<file path="src/rtl/cpu_pkg.sv">
// cpu_pkg: shared register-file constants, types and reset helper.
// Imported by the register file, its read port and the bench model.
package cpu_pkg;

  localparam int DATA_W     = 32;
  localparam int REG_ADDR_W = 5;
  localparam int NUM_REGS   = 1 << REG_ADDR_W;

  localparam logic [REG_ADDR_W-1:0] REG_ZERO = 5'd0;
  localparam logic [REG_ADDR_W-1:0] REG_GP   = 5'd28;
  localparam logic [REG_ADDR_W-1:0] REG_SP   = 5'd29;

  localparam logic [DATA_W-1:0] SP_DEFAULT = 32'h0000_07FC;
  localparam logic [DATA_W-1:0] GP_DEFAULT = 32'h0000_1800;

  typedef logic [DATA_W-1:0]     word_t;
  typedef logic [REG_ADDR_W-1:0] raddr_t;

  // Writeback bundle arriving from MEM/WB
  typedef struct packed {
    logic   we;
    raddr_t addr;
    word_t  data;
  } wb_t;

  // Reset contents of one register: $sp and $gp preset, rest zero
  function automatic word_t reset_value(
    input raddr_t a,
    input word_t  sp,
    input word_t  gp
  );
    word_t v;
    v = '0;
    unique case (1'b1)
      (a == REG_SP): v = sp;
      (a == REG_GP): v = gp;
      default:       v = '0;
    endcase
    return v;
  endfunction

endpackage

</file>
<file path="src/rtl/rf_read_port.sv">
// rf_read_port: one combinational operand read with write bypass.
// Priority: $zero, then same-cycle writeback, then stored value.
module rf_read_port
  import cpu_pkg::*;
(
  input  raddr_t                i_addr,
  input  wb_t                   i_wb,
  input  word_t [NUM_REGS-1:0]  i_regs,
  output word_t                 o_data
);

  logic w_zero;
  logic w_hit;

  assign w_zero = (i_addr == REG_ZERO);
  assign w_hit  = i_wb.we
               && (i_wb.addr == i_addr)
               && !w_zero;

  // Select zero / bypassed writeback / array entry
  always_comb begin
    o_data = '0;
    unique case (1'b1)
      w_zero:  o_data = '0;
      w_hit:   o_data = i_wb.data;
      default: o_data = i_regs[i_addr];
    endcase
  end

endmodule

</file>
<file path="src/rtl/reg_file.sv">
// reg_file: 32x32 MIPS GPR file, two bypassed reads,
// registered debug read and writeback event counter.
module reg_file
  import cpu_pkg::*;
#(
  parameter logic [31:0] SP_INIT = SP_DEFAULT,
  parameter logic [31:0] GP_INIT = GP_DEFAULT,
  parameter int          CNT_W   = 16
) (
  input  logic             clk,
  input  logic             reset,
  input  logic             RegWrite,
  input  logic [4:0]       WriteRegAddr,
  input  logic [31:0]      WriteData,
  input  logic [4:0]       ReadAddr1,
  input  logic [4:0]       ReadAddr2,
  output logic [31:0]      ReadData1,
  output logic [31:0]      ReadData2,
  input  logic [4:0]       DbgAddr,
  output logic [31:0]      DbgData,
  output logic [CNT_W-1:0] WbCount
);

  word_t [NUM_REGS-1:0] r_regs;
  word_t                r_dbg;
  logic [CNT_W-1:0]     r_wb_cnt;

  wb_t   w_wb;
  logic  w_commit;
  logic  w_dbg_zero;
  logic  w_dbg_hit;
  word_t w_dbg_next;

  assign w_wb.we   = RegWrite;
  assign w_wb.addr = WriteRegAddr;
  assign w_wb.data = WriteData;

  assign w_commit = RegWrite
                 && (WriteRegAddr != REG_ZERO);

  // Storage array; $zero is never written so it stays 0
  always_ff @(posedge clk or posedge reset) begin
    if (reset) begin
      for (int i = 0; i < NUM_REGS; i++) begin
        r_regs[i] <= reset_value(
          raddr_t'(i), SP_INIT, GP_INIT);
      end
    end else if (w_commit) begin
      r_regs[WriteRegAddr] <= WriteData;
    end
  end

  rf_read_port u_rd1 (
    .i_addr (ReadAddr1),
    .i_wb   (w_wb),
    .i_regs (r_regs),
    .o_data (ReadData1)
  );

  rf_read_port u_rd2 (
    .i_addr (ReadAddr2),
    .i_wb   (w_wb),
    .i_regs (r_regs),
    .o_data (ReadData2)
  );

  assign w_dbg_zero = (DbgAddr == REG_ZERO);
  assign w_dbg_hit  = w_commit
                   && (WriteRegAddr == DbgAddr);

  // Debug value as the register will read after this edge
  always_comb begin
    w_dbg_next = '0;
    unique case (1'b1)
      w_dbg_zero: w_dbg_next = '0;
      w_dbg_hit:  w_dbg_next = WriteData;
      default:    w_dbg_next = r_regs[DbgAddr];
    endcase
  end

  // Registered debug read
  always_ff @(posedge clk or posedge reset) begin
    if (reset) begin
      r_dbg <= '0;
    end else begin
      r_dbg <= w_dbg_next;
    end
  end

  // Committed-write counter, free-running wrap
  always_ff @(posedge clk or posedge reset) begin
    if (reset) begin
      r_wb_cnt <= '0;
    end else if (w_commit) begin
      r_wb_cnt <= r_wb_cnt + 1'b1;
    end
  end

  assign DbgData = r_dbg;
  assign WbCount = r_wb_cnt;

endmodule

</file>
<file path="config.mk">
export PLATFORM = sky130hd
export DESIGN_NAME = reg_file
export DESIGN_NICKNAME = d
export VERILOG_FILES = /design/src/rtl/cpu_pkg.sv /design/src/rtl/rf_read_port.sv /design/src/rtl/reg_file.sv
export SDC_FILE = /design/constraint.sdc
export NUM_CORES = 2
export LEC_CHECK = 0
export CAP_MARGIN = 20
export CORE_UTILIZATION = 50
export CTS_CLUSTER_DIAMETER = 100
export DETAILED_ROUTE_END_ITERATION = 8
export PLACE_DENSITY = 0.71
export SLEW_MARGIN = 10
export SYNTH_ARGS = -nofsm -noshare
export SYNTH_HDL_FRONTEND = slang
export SYNTH_HIERARCHICAL = 1
export SYNTH_SLANG_ARGS = --single-unit
</file>
<file path="constraint.sdc">
create_clock -name clk -period 36.6 [get_ports clk]
set_input_delay 3.66 -clock clk [delete_from_list [all_inputs] [get_ports clk]]
set_output_delay 3.66 -clock clk [all_outputs]
set_load 0.01 [all_outputs]
</file>
# Word-level counts from Yosys, hierarchy flattened
# Cells that the tools add are included.
# W data, S select, Z words.
dict set report op_classes {
  mul 0
  mux 12
  n_div 0
  eq_ne 3
  shifts 0
  magnitude_cmp 5
  n_reduce_logical 13
  bitwise 0
  add_sub_neg 1
}
# op count
set ops {}
lappend ops {{$bwmux W1024} 1}
lappend ops {{$bmux W32 S5} 3}
lappend ops {{$pmux W32 S2} 3}
lappend ops {{$demux W32 S5} 1}
lappend ops {{$mux W32} 4}
lappend ops {{$lt A5 B6 Y1 const B} 4}
lappend ops {{$add A16 B1 Y16 const B} 1}
lappend ops {{$eq A5 B5 Y1} 3}
lappend ops {{$logic_not A5 Y1} 3}
lappend ops {{$logic_and A1 B1 Y1} 7}
lappend ops {{$ge A5 B1 Y1 const B} 1}
lappend ops {{$reduce_bool A5 Y1} 1}
lappend ops {{$logic_not A1 Y1} 2}
dict set report totals {
  latch_bits 0
  ff_bits 1072
  mem_bits_ro 0
  mem_bits_rw 0
  input_bits 55
  n_memories 0
}

# Longest topological paths before layout
dict set report logic_depth {
  depth_word 5
  depth_mapped 10
  mapped_depth_nobuf 5
}

# Cells and area by module
# Netlist, hierarchy kept.
# mod cells_each n_inst area_each_um2 seq_area_each_um2
set by_module_without_submodules {}
lappend by_module_without_submodules {reg_file 3101 1 48138.7 26839.5}
lappend by_module_without_submodules {rf_read_port 695 2 8863.5 0.0}

# Least setup slack after synthesis
# Ideal clock, no wire load.
dict set report synth_path {
  path_type {input port to output port}
  start {in ReadAddr1[0]}
  end {out ReadData1[11]}
  n_path_buf 4
  t_required_ps 32940
  arrival_time_ps 5304
  slack_ps 27636
  stages 8
  path_cell_list {buf_6 > buf_6 > buf_6 > buf_6 > mux4_2 > a211oi_1 > a21oi_1 > a22o_1}
}
dict set report synth_between {
  elab_chain_len 4
  word_cells_on_any_way 8
}
# element line
set synth_lines {}
lappend synth_lines {{from (decl)} reg_file.sv:15} ;# input logic [4:0] ReadAddr1,
lappend synth_lines {{branches (longest 3 deep; another with $bmux W32 S5)} -}
lappend synth_lines {{$pmux W32 S2 (*)} rf_read_port.sv:23} ;# unique case (1'b1)
lappend synth_lines {{to (decl)} reg_file.sv:17} ;# output logic [31:0] ReadData1,
# Mark *: on every way between the ends. The select of a mux whose other input is x is not followed.

# Worst setup path in the final report
dict set report layout_path {
  start {in ReadAddr2[0]}
  end {out ReadData2[28]}
}
dict set report layout_between {
  elab_chain_len 4
  word_cells_on_any_way 8
}
# element line
set layout_lines {}
lappend layout_lines {{from (decl)} reg_file.sv:16} ;# input logic [4:0] ReadAddr2,
lappend layout_lines {{branches (longest 3 deep; another with $bmux W32 S5)} -}
lappend layout_lines {{$pmux W32 S2 (*)} rf_read_port.sv:23}
lappend layout_lines {{to (decl)} reg_file.sv:18} ;# output logic [31:0] ReadData2,
# Marked as above.

==> key figures <==
Route
  – Detailed-router iteration count before antenna repair: 8
  – Antenna-violating nets left: 0
  – DR vias: between 40,000 and 50,000
  – DR WL/cell: about 36 µm
  – Post-route DRC: 0
  – Via density: 7.394
  – Initial detailed-routing violation count: 5,806
  – Routed wire length: ~220 mm

Timing
  – Fin. max-slew vios: 0
  – Worst Setup Slack, final: 23,950 ps
  – Fin crit share: between 30% and 40%
  – Final clock skew: 27.38 ps
  – RSZ-0062 raised after global routing: false
  – Setup TNS: 0 ps
  – Max transition margin: 20.36%
  – Crit path time final: 12,650 ps
  – Final hold vios: 0
  – Tightest Pin Transition: 1164 ps
  – Max Freq: around 80 MHz
  – Final number of setup-violating endpoints: 0

Worst setup path
  – Crit Path Class: in -> out
  – CP Launch Type: input port
  – Max FO, Critical Path: 97
  – Kind of end point of the critical path: primary output
  – Arr. time, crit path: between 8000 and 9000 ps
  – CP required: 32,940 ps

Place
  – Post-Place Setup Slack: 23,840 ps
  – # port buffers: 166
  – Placement Cell Area: 68,400 µm²
  – Detailed Place HPWL: 127.6 mm
  – Gpl congestion: 0.8695

Finish
  – Post-route cell area: 72,630 µm²
  – Area growth syn-to-layout: 10.26%
  – Final core utilization: between 50% and 60%
  – Total Nets Final: 4,435
  – Most frequent cells in the layout: mux2_2 (1,100), dfrtp_1 (1,061), mux4_2 (727), mux2i_1 (166), clkdlybuf4s50_1 (152)
  – Share of cells above drive strength 1: 50.04%
  – Commonest non-fill, non-tap cell in the layout: mux2_2

CTS
  – H-Tree Depth: 3
  – Worst-path clk slew: 60 ps
  – Maximum root-to-sink buffer count: 3
  – Hold_buf cts: 0
  – Clock root cell: clkbuf_16
  – Post-cts resize count: 0
  – Clk_lat worst skew: between 700 and 800 ps
  – Clock sinks: ~1,100
  – TritonCTS buffer count: 117
  – CTS tree: yes
  – Setup Fix Bufs, Post-CTS: 0

Pwr
  – VDD IR max: 0.04958 mV
  – Clock Power Share: 32.5%
  – PD cells: 52.96 nW/µm²
  – Sw Ratio: a little under 30%
  – Total power: 3.846 mW
  – Reg power frac: 42.6%
  – Gate power share: 24.8%
  – Static Leak: approximately 30 nW
  – Pint: between 2 and 3 mW
  – Switching pwr: 1.120 mW

Global route
  – Number of global-route vias before repair: 45,830
  – Initial antenna violation count: 11
  – Total gr overflow: 0
  – Total Routing Usage GR: 33.46%
  – Largest net degree at the start of global routing: approximately 170
  – Global-route wire length before repair: 324.4 mm

Synth
  – Sequential-to-total area share from yosys stat: roughly 41%
  – EDFF count, synth: 0
  – Top FF cell, synth: dfrtp_1
  – Leading area contributor after synthesis: dfrtp_1
  – Cells after Synth: approximately 4,500
  – Synth Register Bits: between 1,000 and 1,500
  – Unique masters post-synth: between 50 and 60
  – Syn_nets: 4,547
  – Synth top area cells: dfrtp_1 (40%), mux4_2 (25%), mux2_2 (19%)
  – Synth top area share: 40.31%
  – Ys async rst share: 100.0%
  – Area of the mapped netlist: ~66,000 µm²
  – Synth warnings: 6
  – Avg Cell Area, Syn: 14.67 µm²

Die
  – Std-Cell Rows: 132
  – Starting Density: 50.61%
  – Core region area: approximately 130,000 µm²
  – I/O pins: around 170
  – Die area: 133,200 µm²
  – Die span in y: 365.0 µm
  – DIE WIDTH: 365.0 µm

Worst hold path
  – Worst Hold Class: reg -> reg

Run status
  – Outcome: finished, final reports clean

Run
  – Max-cap check violation count: 0
-- cells by family after synthesis --
kind of cell	after synthesis	share of synthesized area, %
multiplexers	1993	46.19
flip-flops	1072	40.75
AO/OA/AOI/OAI	559	6.198
buffers and inverters	553	4.069
AND/OR/NAND/NOR	283	2.378
XOR/XNOR	30	0.3989
adder cells (fa/ha/maj)	1	0.01899
-- critical path, stage by stage --
cell	delay, ps
buf_8	570
buf_12	620
buf_4	800
buf_4	830
mux4_2	360
a221o_1	180
a31oi_1	70
a2111oi_0	980
a21o_1	140
clkdlybuf4s50_1	530
-- layout make-up --
type | instances | area (µm²)
Fill cell | 10440 | 57520
Clock buffer | 178 | 3522
Clock inverter | 40 | 510.5
Tap cell | 1742 | 2180
Sequential cell | 1072 | 26840
Multi-Input combinational cell | 2866 | 36550
Timing Repair Buffer | 311 | 2962
Inverter | 11 | 48.80
Antenna cell | 4 | 10.01
-- final timing paths --
path / from / end / slack (ps) / cells past startpoint
worst max-delay path: ReadAddr2[0] / ReadData2[28] / 23950 / 10
worst min-delay path: r_regs[5] / r_regs[5] / 420 / 0
worst max register to register: r_regs[365] / DbgData[13] / 34500 / 4
worst min register to register: r_regs[5] / r_regs[5] / 420 / 0
max in group asynchronous: reset / r_regs[619] / 29310 / 6
min in group asynchronous: reset / r_regs[195] / 3530 / 2
-- per-stage QoR --
| step | std cells | hold slack (ps) |
|---|---|---|
| 6_report | 6224 | 416.1 |
| 3_5_place_dp | 5989 | 401.6 |
| 3_3_place_gp | 5984 | 393.0 |
| 2_1_floorplan | 4491 | 458.0 |
| 4_1_cts | 6207 | 415.6 |
| 5_1_grt | 6221 | 425.9 |
-- state kept, by name, summed over array words and instances, names as in the netlist --
signal and cells:
r_regs 1024, DbgData 32, WbCount 16
-- cell usage after synthesis, types with 2 or more instances --
| master | instances |
|---|---|
| inv_1 | 9 |
| o221ai_1 | 33 |
| dfrtp_1 | 1061 |
| mux2i_1 | 166 |
| a31oi_1 | 44 |
| nor3_1 | 55 |
| dfstp_2 | 11 |
| nor2_1 | 30 |
| a211oi_1 | 67 |
| nand4_1 | 7 |
| nand2_1 | 66 |
| buf_2 | 147 |
| nand3_1 | 14 |
| nor2b_1 | 24 |
| o22ai_1 | 124 |
| a21o_1 | 45 |
| xor2_1 | 23 |
| a32o_1 | 33 |
| a2111oi_0 | 45 |
| a31o_2 | 2 |
| xnor2_1 | 7 |
| a22o_1 | 18 |
| nand3b_1 | 14 |
| nor4_1 | 6 |
| nor3b_1 | 51 |
| buf_1 | 47 |
| clkbuf_1 | 260 |
| a221o_1 | 45 |
| a21oi_1 | 22 |
| o21ai_1 | 52 |
| buf_6 | 24 |
| nand4b_1 | 3 |
| buf_4 | 64 |
| or3_1 | 3 |
| o21ai_0 | 25 |
| mux4_2 | 727 |
| mux2_2 | 1100 |
-- layer usage --
metal / global-route usage (%) / share of wire, % / wire length [µm]
met4: 16.41 / 5.6 / 12370
met2: 49.98 / 45 / 99480
met1: 44.17 / 37 / 82210
met3: 10.72 / 12 / 26910
met5: 0.1452 / 0.032 / 70
-- power groups by stage --
| stage | combinational [mW] | clock, mW | sequential (mW) |
|---|---|---|---|
| after detailed placement | 0.939 | 0 | 1.65 |
| after CTS | 0.944 | 1.26 | 1.63 |
| after global routing | 1.00 | 1.31 | 1.67 |
| after floorplan | 0.721 | 0 | 1.58 |
| after global placement | 0.920 | 0 | 1.63 |
| final | 0.954 | 1.25 | 1.64 |
Power figures use the tool's default switching activity.
